File: config.mk
export PLATFORM = sky130hd
export DESIGN_NAME = pc_fetch_stage
export DESIGN_NICKNAME = d
export VERILOG_FILES = /design/src/rtl/mips_pkg.sv /design/src/rtl/pc_target_mux.sv /design/src/rtl/pc_fetch_stage.sv
export SDC_FILE = /design/constraint.sdc
export NUM_CORES = 1
export LEC_CHECK = 0
export ABC_AREA = 1
export CAP_MARGIN = 20
export CORE_UTILIZATION = 52
export DETAILED_ROUTE_END_ITERATION = 12
export HOLD_SLACK_MARGIN = 0.1
export MAX_ROUTING_LAYER = met4
export PLACE_DENSITY_LB_ADDON = 0.1
export SYNTH_ARGS = -nofsm -noshare
export SYNTH_HDL_FRONTEND = slang
export SYNTH_SLANG_ARGS = --single-unit
File: constraint.sdc
create_clock -name clk -period 3.4 [get_ports clk]
set_clock_uncertainty 0.05 [all_clocks]
set_input_delay 0.68 -clock clk [delete_from_list [all_inputs] [get_ports clk]]
set_output_delay 0.68 -clock clk [all_outputs]
set_load 0.005 [all_outputs]
File: src/rtl/mips_pkg.sv
// rtl/mips_pkg.sv - shared fetch-stage constants and types (BRANCH_DELAY_SLOT_EN aware users)
package mips_pkg;

   // PC loaded on reset and the bubble instruction word (sll $0,$0,0)
   localparam logic [31:0] RESET_PC_DEF = 32'h0000_0000;
   localparam logic [31:0] NOP_INSTR    = 32'h0000_0000;

   typedef enum logic [1:0] {
      BOOT     = 2'd0,
      RUN      = 2'd1,
      REDIRECT = 2'd2
   } fetch_state_t;

   typedef enum logic [1:0] {
      SEL_PC4 = 2'd0,
      SEL_BR  = 2'd1,
      SEL_J   = 2'd2,
      SEL_JR  = 2'd3
   } pc_sel_t;

endpackage

File: src/rtl/pc_target_mux.sv
// rtl/pc_target_mux.sv - redirect target formation and next-PC priority select
module pc_target_mux
   import mips_pkg::*;
(
   input  logic        allow_i,
   input  logic        ifid_valid_i,
   input  logic [31:0] seq_pc4_i,
   input  logic [31:0] ifid_pc4_i,
   input  logic [27:0] jaddr28_i,
   input  logic [31:0] branch_off_i,
   input  logic [31:0] jr_target_i,
   input  logic        jr_i,
   input  logic        jump_i,
   input  logic        branch_taken_i,
   output logic        redir_o,
   output logic [31:0] next_pc_o
);

   logic [31:0] j_tgt;
   logic [31:0] b_tgt;
   pc_sel_t     sel;

   // Targets are relative to the instruction sitting in ID; jr > jump > branch > pc4
   always_comb begin
      j_tgt   = {ifid_pc4_i[31:28], jaddr28_i};
      b_tgt   = ifid_pc4_i + branch_off_i;
      redir_o = allow_i & ifid_valid_i & (jr_i | jump_i | branch_taken_i);
      sel     = SEL_PC4;
      if (redir_o) begin
         if (jr_i)
            sel = SEL_JR;
         else if (jump_i)
            sel = SEL_J;
         else
            sel = SEL_BR;
      end
      case (sel)
         SEL_JR:  next_pc_o = jr_target_i;
         SEL_J:   next_pc_o = j_tgt;
         SEL_BR:  next_pc_o = b_tgt;
         default: next_pc_o = seq_pc4_i;
      endcase
   end

endmodule

File: src/rtl/pc_fetch_stage.sv
// rtl/pc_fetch_stage.sv - IF stage: PC register, fetch FSM and IF/ID register (BRANCH_DELAY_SLOT_EN)
module pc_fetch_stage
   import mips_pkg::*;
#(
   parameter logic [31:0] RESET_PC  = RESET_PC_DEF,
   parameter logic [31:0] NOP_INSTR = mips_pkg::NOP_INSTR
)(
   input  logic        clk,
   input  logic        rst,
   input  logic        stall,
   input  logic        jump,
   input  logic [27:0] jaddr28,
   input  logic        branch_taken,
   input  logic [31:0] branch_off,
   input  logic        jr,
   input  logic [31:0] jr_target,
   input  logic [31:0] imem_rdata,
   output logic [31:0] pc_out,
   output logic [31:0] ifid_pc4,
   output logic [31:0] ifid_instr,
   output logic        ifid_valid
);

   fetch_state_t state_q, state_d;
   logic [31:0]  pc_q, pc_d;
   logic [31:0]  ifid_pc4_q, ifid_pc4_d;
   logic [31:0]  ifid_instr_q, ifid_instr_d;
   logic         ifid_valid_q, ifid_valid_d;
   logic [31:0]  seq_pc4;
   logic [31:0]  next_pc;
   logic         redir;

   assign seq_pc4 = pc_q + 32'd4;

   pc_target_mux u_mux (
      .allow_i        (state_q == RUN),
      .ifid_valid_i   (ifid_valid_q),
      .seq_pc4_i      (seq_pc4),
      .ifid_pc4_i     (ifid_pc4_q),
      .jaddr28_i      (jaddr28),
      .branch_off_i   (branch_off),
      .jr_target_i    (jr_target),
      .jr_i           (jr),
      .jump_i         (jump),
      .branch_taken_i (branch_taken),
      .redir_o        (redir),
      .next_pc_o      (next_pc)
   );

   // Next-state: stall freezes everything; a redirect is only honoured in RUN
   always_comb begin
      state_d      = state_q;
      pc_d         = pc_q;
      ifid_pc4_d   = ifid_pc4_q;
      ifid_instr_d = ifid_instr_q;
      ifid_valid_d = ifid_valid_q;
      if (!stall) begin
         pc_d         = next_pc;
         ifid_pc4_d   = seq_pc4;
         ifid_instr_d = imem_rdata;
         ifid_valid_d = 1'b1;
         state_d      = RUN;
         if (redir) begin
            state_d = REDIRECT;
`ifdef BRANCH_DELAY_SLOT_EN
            // The instruction already fetched behind the jump executes as the slot
            ifid_valid_d = 1'b1;
`else
            ifid_pc4_d   = 32'd0;
            ifid_instr_d = NOP_INSTR;
            ifid_valid_d = 1'b0;
`endif
         end
      end
   end

   // State registers with synchronous reset; reset also drops any pending redirect
   always_ff @(posedge clk) begin
      if (rst) begin
         state_q      <= BOOT;
         pc_q         <= RESET_PC;
         ifid_pc4_q   <= 32'd0;
         ifid_instr_q <= NOP_INSTR;
         ifid_valid_q <= 1'b0;
      end else begin
         state_q      <= state_d;
         pc_q         <= pc_d;
         ifid_pc4_q   <= ifid_pc4_d;
         ifid_instr_q <= ifid_instr_d;
         ifid_valid_q <= ifid_valid_d;
      end
   end

   assign pc_out     = pc_q;
   assign ifid_pc4   = ifid_pc4_q;
   assign ifid_instr = ifid_instr_q;
   assign ifid_valid = ifid_valid_q;

endmodule
==> metrics.csv, run 1 <==
metric;value;unit
netSwitchingPower;0.000736;W
maxSlewHeadroom;52.0;%
worst_pin_slew;0.720;ns
cp_common_cell;nand2_1;
p_clk_share;36.6;%
switching_share;26.6;%
cts_resized;0;
postSynthCellCount;1274;
fin_hold_ws;0.412;ns
critPathBufInv;1;
vias;8894;
nFillCells;1256;
leakagePower;4.55;nW
cp_cell_sequence;clkdlybuf4s50_1 -> ha_1 -> nand2_1 -> nor2_1 -> nand2_1 -> nor3_1 -> nand2_1 -> nand2_1 -> nand2_1 -> nand3_1 -> nand2_1 -> nand2_1 -> a21oi_1;
drt-pass1-iter-count;6;
grt_pass1_vias;8112;
cp.depth;13;
post_cts_buffers;0;
drt_iter0_markers;899;
ys_types;42;
final_layout_size_suffix_gt1_share;4.04;%
rows;43;
clock_path_buffers;2;
ios;227;
area_delta_synth_final;36.2;%
grt_start_max_net_pins;72;
syn_area_per_cell;5.78;sq um
drc;0;
vdd.ir_drop.worst;0.298;mV
use_met3;4.37;%
final-setup-viol-count;0;
layout_min_cycle_time;2.77;ns
timing.rr.start;ifid_pc4[17]$_SDFFE_PP0N_;
grt_pass1_wl;39.9;mm
synth_most_common_cell;nand2_1;
max_freq;0.361;GHz
yosysSeqAreaShare;26.6;%
grt_antenna_before_repair;0;
ys_ff_latch;98;
routed_wl;25.6;mm
hold_violations;0;
status;finished, final reports clean;
synth_ff_type;dfxtp_1;
cp_data_arrival_time;2.94;ns
hp-start;ifid_instr[14]$_SDFFE_PP0N_;
netlist.top_cell.by_area;dfxtp_1;
synth_area;7370;sq um
cts_max_level;3;
required;3.57;ns
p_comb_share;19.6;%
cts_sinks;98;
critPathMaxStageDelay;0.42;ns
cts_tree;yes;
p_per_area;276;nW/um^2
port_buffers;226;
grt_overflow;0;
grtUsageMet1;47.4;%
tns;0;ns
power.internal;0.00203;W
dieArea;14700;sq um
worstSetupPathType;primary input to flip-flop;
drtAntennaViolNets;0;
nets;1645;
worstPathMaxFanout;5;
synth_edf_count;0;
worst_setup_path_start_kind;primary input;
syn_nets;1437;
clk_pin_slew;0.07;ns
groute.usage.overall;36.0;%
synthTopCellsByCount;nand2_1 (508), inv_1 (177), a21oi_1 (121);
vias_per_cell;5.34;
busiest_layer;met2;
ctsHoldBuffers;0;
synthTopCellsByArea;dfxtp_1 (27%), nand2_1 (26%), inv_1 (9.0%);
clock_latency;0.35;ns
cts_buffers;9;
fin_crit_sh;81.4;%
min_path_type;flip-flop to flip-flop;
rsz0062_at_grt;false;
clockRootBuffer;clkbuf_16;
cp_top_family;simple AND/OR/NAND/NOR gates;
holdPathStages;2;
cpMaxStageDelayCell;clkdlybuf4s50_1;
r2r_cells;12;
cap_violations;0;
gp_congestion;1.02;
die_h;121;um
yosysWarnings;0;
die-width;121;um
coreArea;13800;sq um
start_util;53.3;%
post-dp-hpwl;20.6;mm
pwr-share-seq;43.8;%
wl_per_cell;15.4;um
cp-end-kind;flip-flop;
synthArstFlopShare;0;%
synth_top_area_share;26.6;%
n_antenna_cell;0;
cp-startpoint;branch_off[17];
slew_viol_final;0;
gr-usage-met2;56.6;%
## per-stage QoR
step	utilization [%]	area (sq um)	instances	setup WS [ns]	power (W)
CTS	72.6	10000	1666	0.680	0.00277
finish	72.6	10000	1666	0.631	0.00277
global route	72.6	10000	1666	0.545	0.00287
detailed placement	70.5	9750	1651	0.328	0.00177
global placement	70.5	9750	1651	0.257	0.00177
floorplan	-	7370	1274	1.11	0.00148
## state kept, by name, indices dropped and copies added, names as in the netlist
| register | flops |
|---|---|
| pc_out | 32 |
| ifid_pc4 | 32 |
| state_q | 2 |
| ifid_instr | 32 |
## power groups by stage
| stage | clock network [W] | registers (W) | logic, W |
|---|---|---|---|
| CTS | 0.00102 | 0.00121 | 0.000539 |
| detailed placement | 0 | 0.00124 | 0.000534 |
| global route | 0.00106 | 0.00122 | 0.000592 |
| floorplan | 0 | 0.00123 | 0.000245 |
| finish | 0.00101 | 0.00121 | 0.000543 |
| global placement | 0 | 0.00124 | 0.000528 |
## worst min-delay path: stages (launching register included)
cell and delay (ns):
dfxtp_1 0.31, nand2_1 0.06, a21oi_1 0.05
## kinds of logic (layout without fill, tap and decap cells)
logic type | Yosys count | in the layout | share of synthesized area [%]
buffers and inverters | 224 | 436 | 12.0
and+or+nand+nor | 734 | 734 | 41.5
adders and majority gates | 33 | 33 | 5.70
AOI/OAI and AO/OA | 179 | 179 | 13.4
xor gates and xnor gates | 6 | 6 | 0.713
DFF | 98 | 98 | 26.6
## routing by layer
metal	part of all wire, %	vias to the layer above
li1	-	4443
met1	44	3989
met2	45	407
met3	7.7	55
met4	3.0	0
met5	0	-
## cell type report
class	count	area [sq um]	area share, %
clock buffer	9	225	2.24
clock inverter	6	66.3	0.661
inverter	185	697	6.94
multi-input combinational	952	4520	45.1
sequential	98	1960	19.5
tap	180	225	2.24
timing repair buffer	236	2340	23.3
## final timing paths
check,endpoint,slack [ns]
worst max-delay path,pc_out[27]$_SDFFE_PP0N_,0.63
worst min-delay path,ifid_instr[14]$_SDFFE_PP0N_,0.41
worst max register to register,pc_out[27]$_SDFFE_PP0N_,1.02
worst min register to register,ifid_instr[14]$_SDFFE_PP0N_,0.41
## cells in the final DEF (no fill, tap or decap), types with 21 or more instances in the layout
cell type	netlist	routed
nand2_1	508	508
nand3_1	93	93
dfxtp_1	98	98
a21oi_1	121	121
clkdlybuf4s50_1	0	224
nor2_1	76	75
inv_1	177	177
o21ai_0	21	21
ha_1	32	32
(Power assumes the default switching activity.)
==> inputs of run 2 (changes only) <==
--- a/config.mk
+++ b/config.mk
@@ -7,7 +7,7 @@
 export LEC_CHECK = 0
 export ABC_AREA = 1
 export CAP_MARGIN = 20
-export CORE_UTILIZATION = 52
+export CORE_UTILIZATION = 48
 export DETAILED_ROUTE_END_ITERATION = 12
 export HOLD_SLACK_MARGIN = 0.1
 export MAX_ROUTING_LAYER = met4
==> constraint.sdc (replaced) <==
create_clock -name clk -period 2.7 [get_ports clk]
set_clock_uncertainty 0.05 [all_clocks]
set_input_delay 0.54 -clock clk [delete_from_list [all_inputs] [get_ports clk]]
set_output_delay 0.54 -clock clk [all_outputs]
set_load 0.005 [all_outputs]
==> metrics.csv, run 2 (synthesized netlist as in run 1, its figures left out) <==
metric;value;unit
status;finished, final reports clean;
grt_pass1_vias;8371;
final_cell_mix;nand2_1 (508), clkdlybuf4s50_1 (224), inv_1 (177);
cp-end-kind;flip-flop;
port_buffers;226;
ios;227;
cts_sinks;98;
cp_common_cell;nand3_1;
rows;44;
post_cts_buffers;0;
final_area;10400;sq um
critPathBufInv;2;
grt_overflow;0;
tns;0;ns
cp-startpoint;branch_off[0];
worstSetupPathType;primary input to flip-flop;
area_delta_synth_final;40.9;%
clock_latency;0.35;ns
worst_pin_slew;1.02;ns
post-dp-hpwl;21.3;mm
groute.usage.overall;34.2;%
fin_crit_sh;94.9;%
vias;8901;
max_freq;0.390;GHz
grt_pass1_wl;41.7;mm
placed_cell_area;10100;sq um
vdd.ir_drop.worst;0.388;mV
ctsHoldBuffers;0;
final-setup-viol-count;0;
gp_congestion;0.922;
required;2.92;ns
grt_antenna_before_repair;0;
nets;1680;
wl_per_cell;15.4;um
drtAntennaViolNets;0;
clockRootBuffer;clkbuf_16;
hp-start;ifid_instr[28]$_SDFFE_PP0N_;
slew_viol_final;0;
die-width;126;um
rsz0062_at_grt;false;
nFillCells;1366;
n_antenna_cell;0;
drt_iter0_markers;798;
grt_start_max_net_pins;57;
routed_wl;26.3;mm
cp_cell_sequence;clkdlybuf4s50_1 -> ha_1 -> fa_1 -> nand3_1 -> nand3_1 -> buf_4 -> xnor2_1 -> o211ai_1 -> nand2_1 -> a31oi_1;
cts_max_level;3;
cap_violations;0;
cp_data_arrival_time;2.78;ns
start_util;49.9;%
coreArea;14800;sq um
min_path_type;flip-flop to flip-flop;
cpMaxStageDelayCell;fa_1;
cp_top_family;adder cells;
cts_resized;0;
worstPathMaxFanout;5;
cts_buffers;9;
hold_violations;0;
timing.rr.start;ifid_pc4[0]$_SDFFE_PP0N_;
dieArea;15900;sq um
die_h;126;um
maxSlewHeadroom;31.9;%
vias_per_cell;5.22;
critPathMaxStageDelay;0.45;ns
finalPower;0.00366;W
leakagePower;4.75;nW
clk_pin_slew;0.07;ns
layout_min_cycle_time;2.56;ns
clock_path_buffers;2;
p_per_area;353;nW/um^2
cts_tree;yes;
final_common_cell;nand2_1;
final_layout_size_suffix_gt1_share;6.24;%
worst_setup_path_start_kind;primary input;
drc;0;
drt-pass1-iter-count;6;
## run 2: worst reg2reg max path, cell delays in order, from the launching register on
cell      delay (ns)
dfxtp_1         0.33
ha_1            0.23
fa_1            0.45
nand3_1         0.10
nand3_1         0.15
buf_4           0.19
xnor2_1         0.12
o211ai_1        0.23
nand2_1         0.12
a31oi_1         0.21
## run 2: worst paths after layout
path / to / slack [ns] / cells past startpoint
worst max-delay path: pc_out[4]$_SDFFE_PP0N_ / 0.14 / 10
worst min-delay path: ifid_instr[28]$_SDFFE_PP0N_ / 0.41 / 2
worst max register to register: pc_out[4]$_SDFFE_PP0N_ / 0.42 / 9
worst min register to register: ifid_instr[28]$_SDFFE_PP0N_ / 0.41 / 2
## run 2: area by class of cell
cell class | instances | area, sq um | area share, %
clock buffers | 11 | 243 | 2.34
clock inverters | 5 | 85.1 | 0.819
inverters | 185 | 697 | 6.71
multi-input cells | 952 | 4520 | 43.6
flip-flops and latches | 98 | 1960 | 18.9
well taps | 184 | 230 | 2.22
repair buffers | 271 | 2640 | 25.4
## run 2: layer usage
layer  share of wire, %  wire [um]  up-vias  global-route usage, %
li1                   -          -     4519                      -
met1                 46      12100     4005                   45.7
met2                 45      11700      339                   54.7
met3                7.2       1890       38                   4.08
met4                2.0        536        0                   9.07
met5                  0          0        -                      -
## run 2: power by group
part	total, W	leakage [nW]	internal [W]	switching [W]
clock	0.00141	0.157	0.000844	0.000562
sequential	0.00152	0.796	0.00149	0.0000354
combinational	0.000732	3.79	0.000388	0.000344
## run 2: metrics by stage
stage	util [%]	std cells	setup WS [ns]	hold WS [ns]
finish	70.4	1706	0.138	0.409
CTS	70.4	1706	0.201	0.410
global route	70.4	1706	0.0420	0.423
global placement	68.2	1690	-0.0819	0.393
detailed placement	68.2	1690	-0.147	0.400
floorplan	-	1274	0.551	0.403
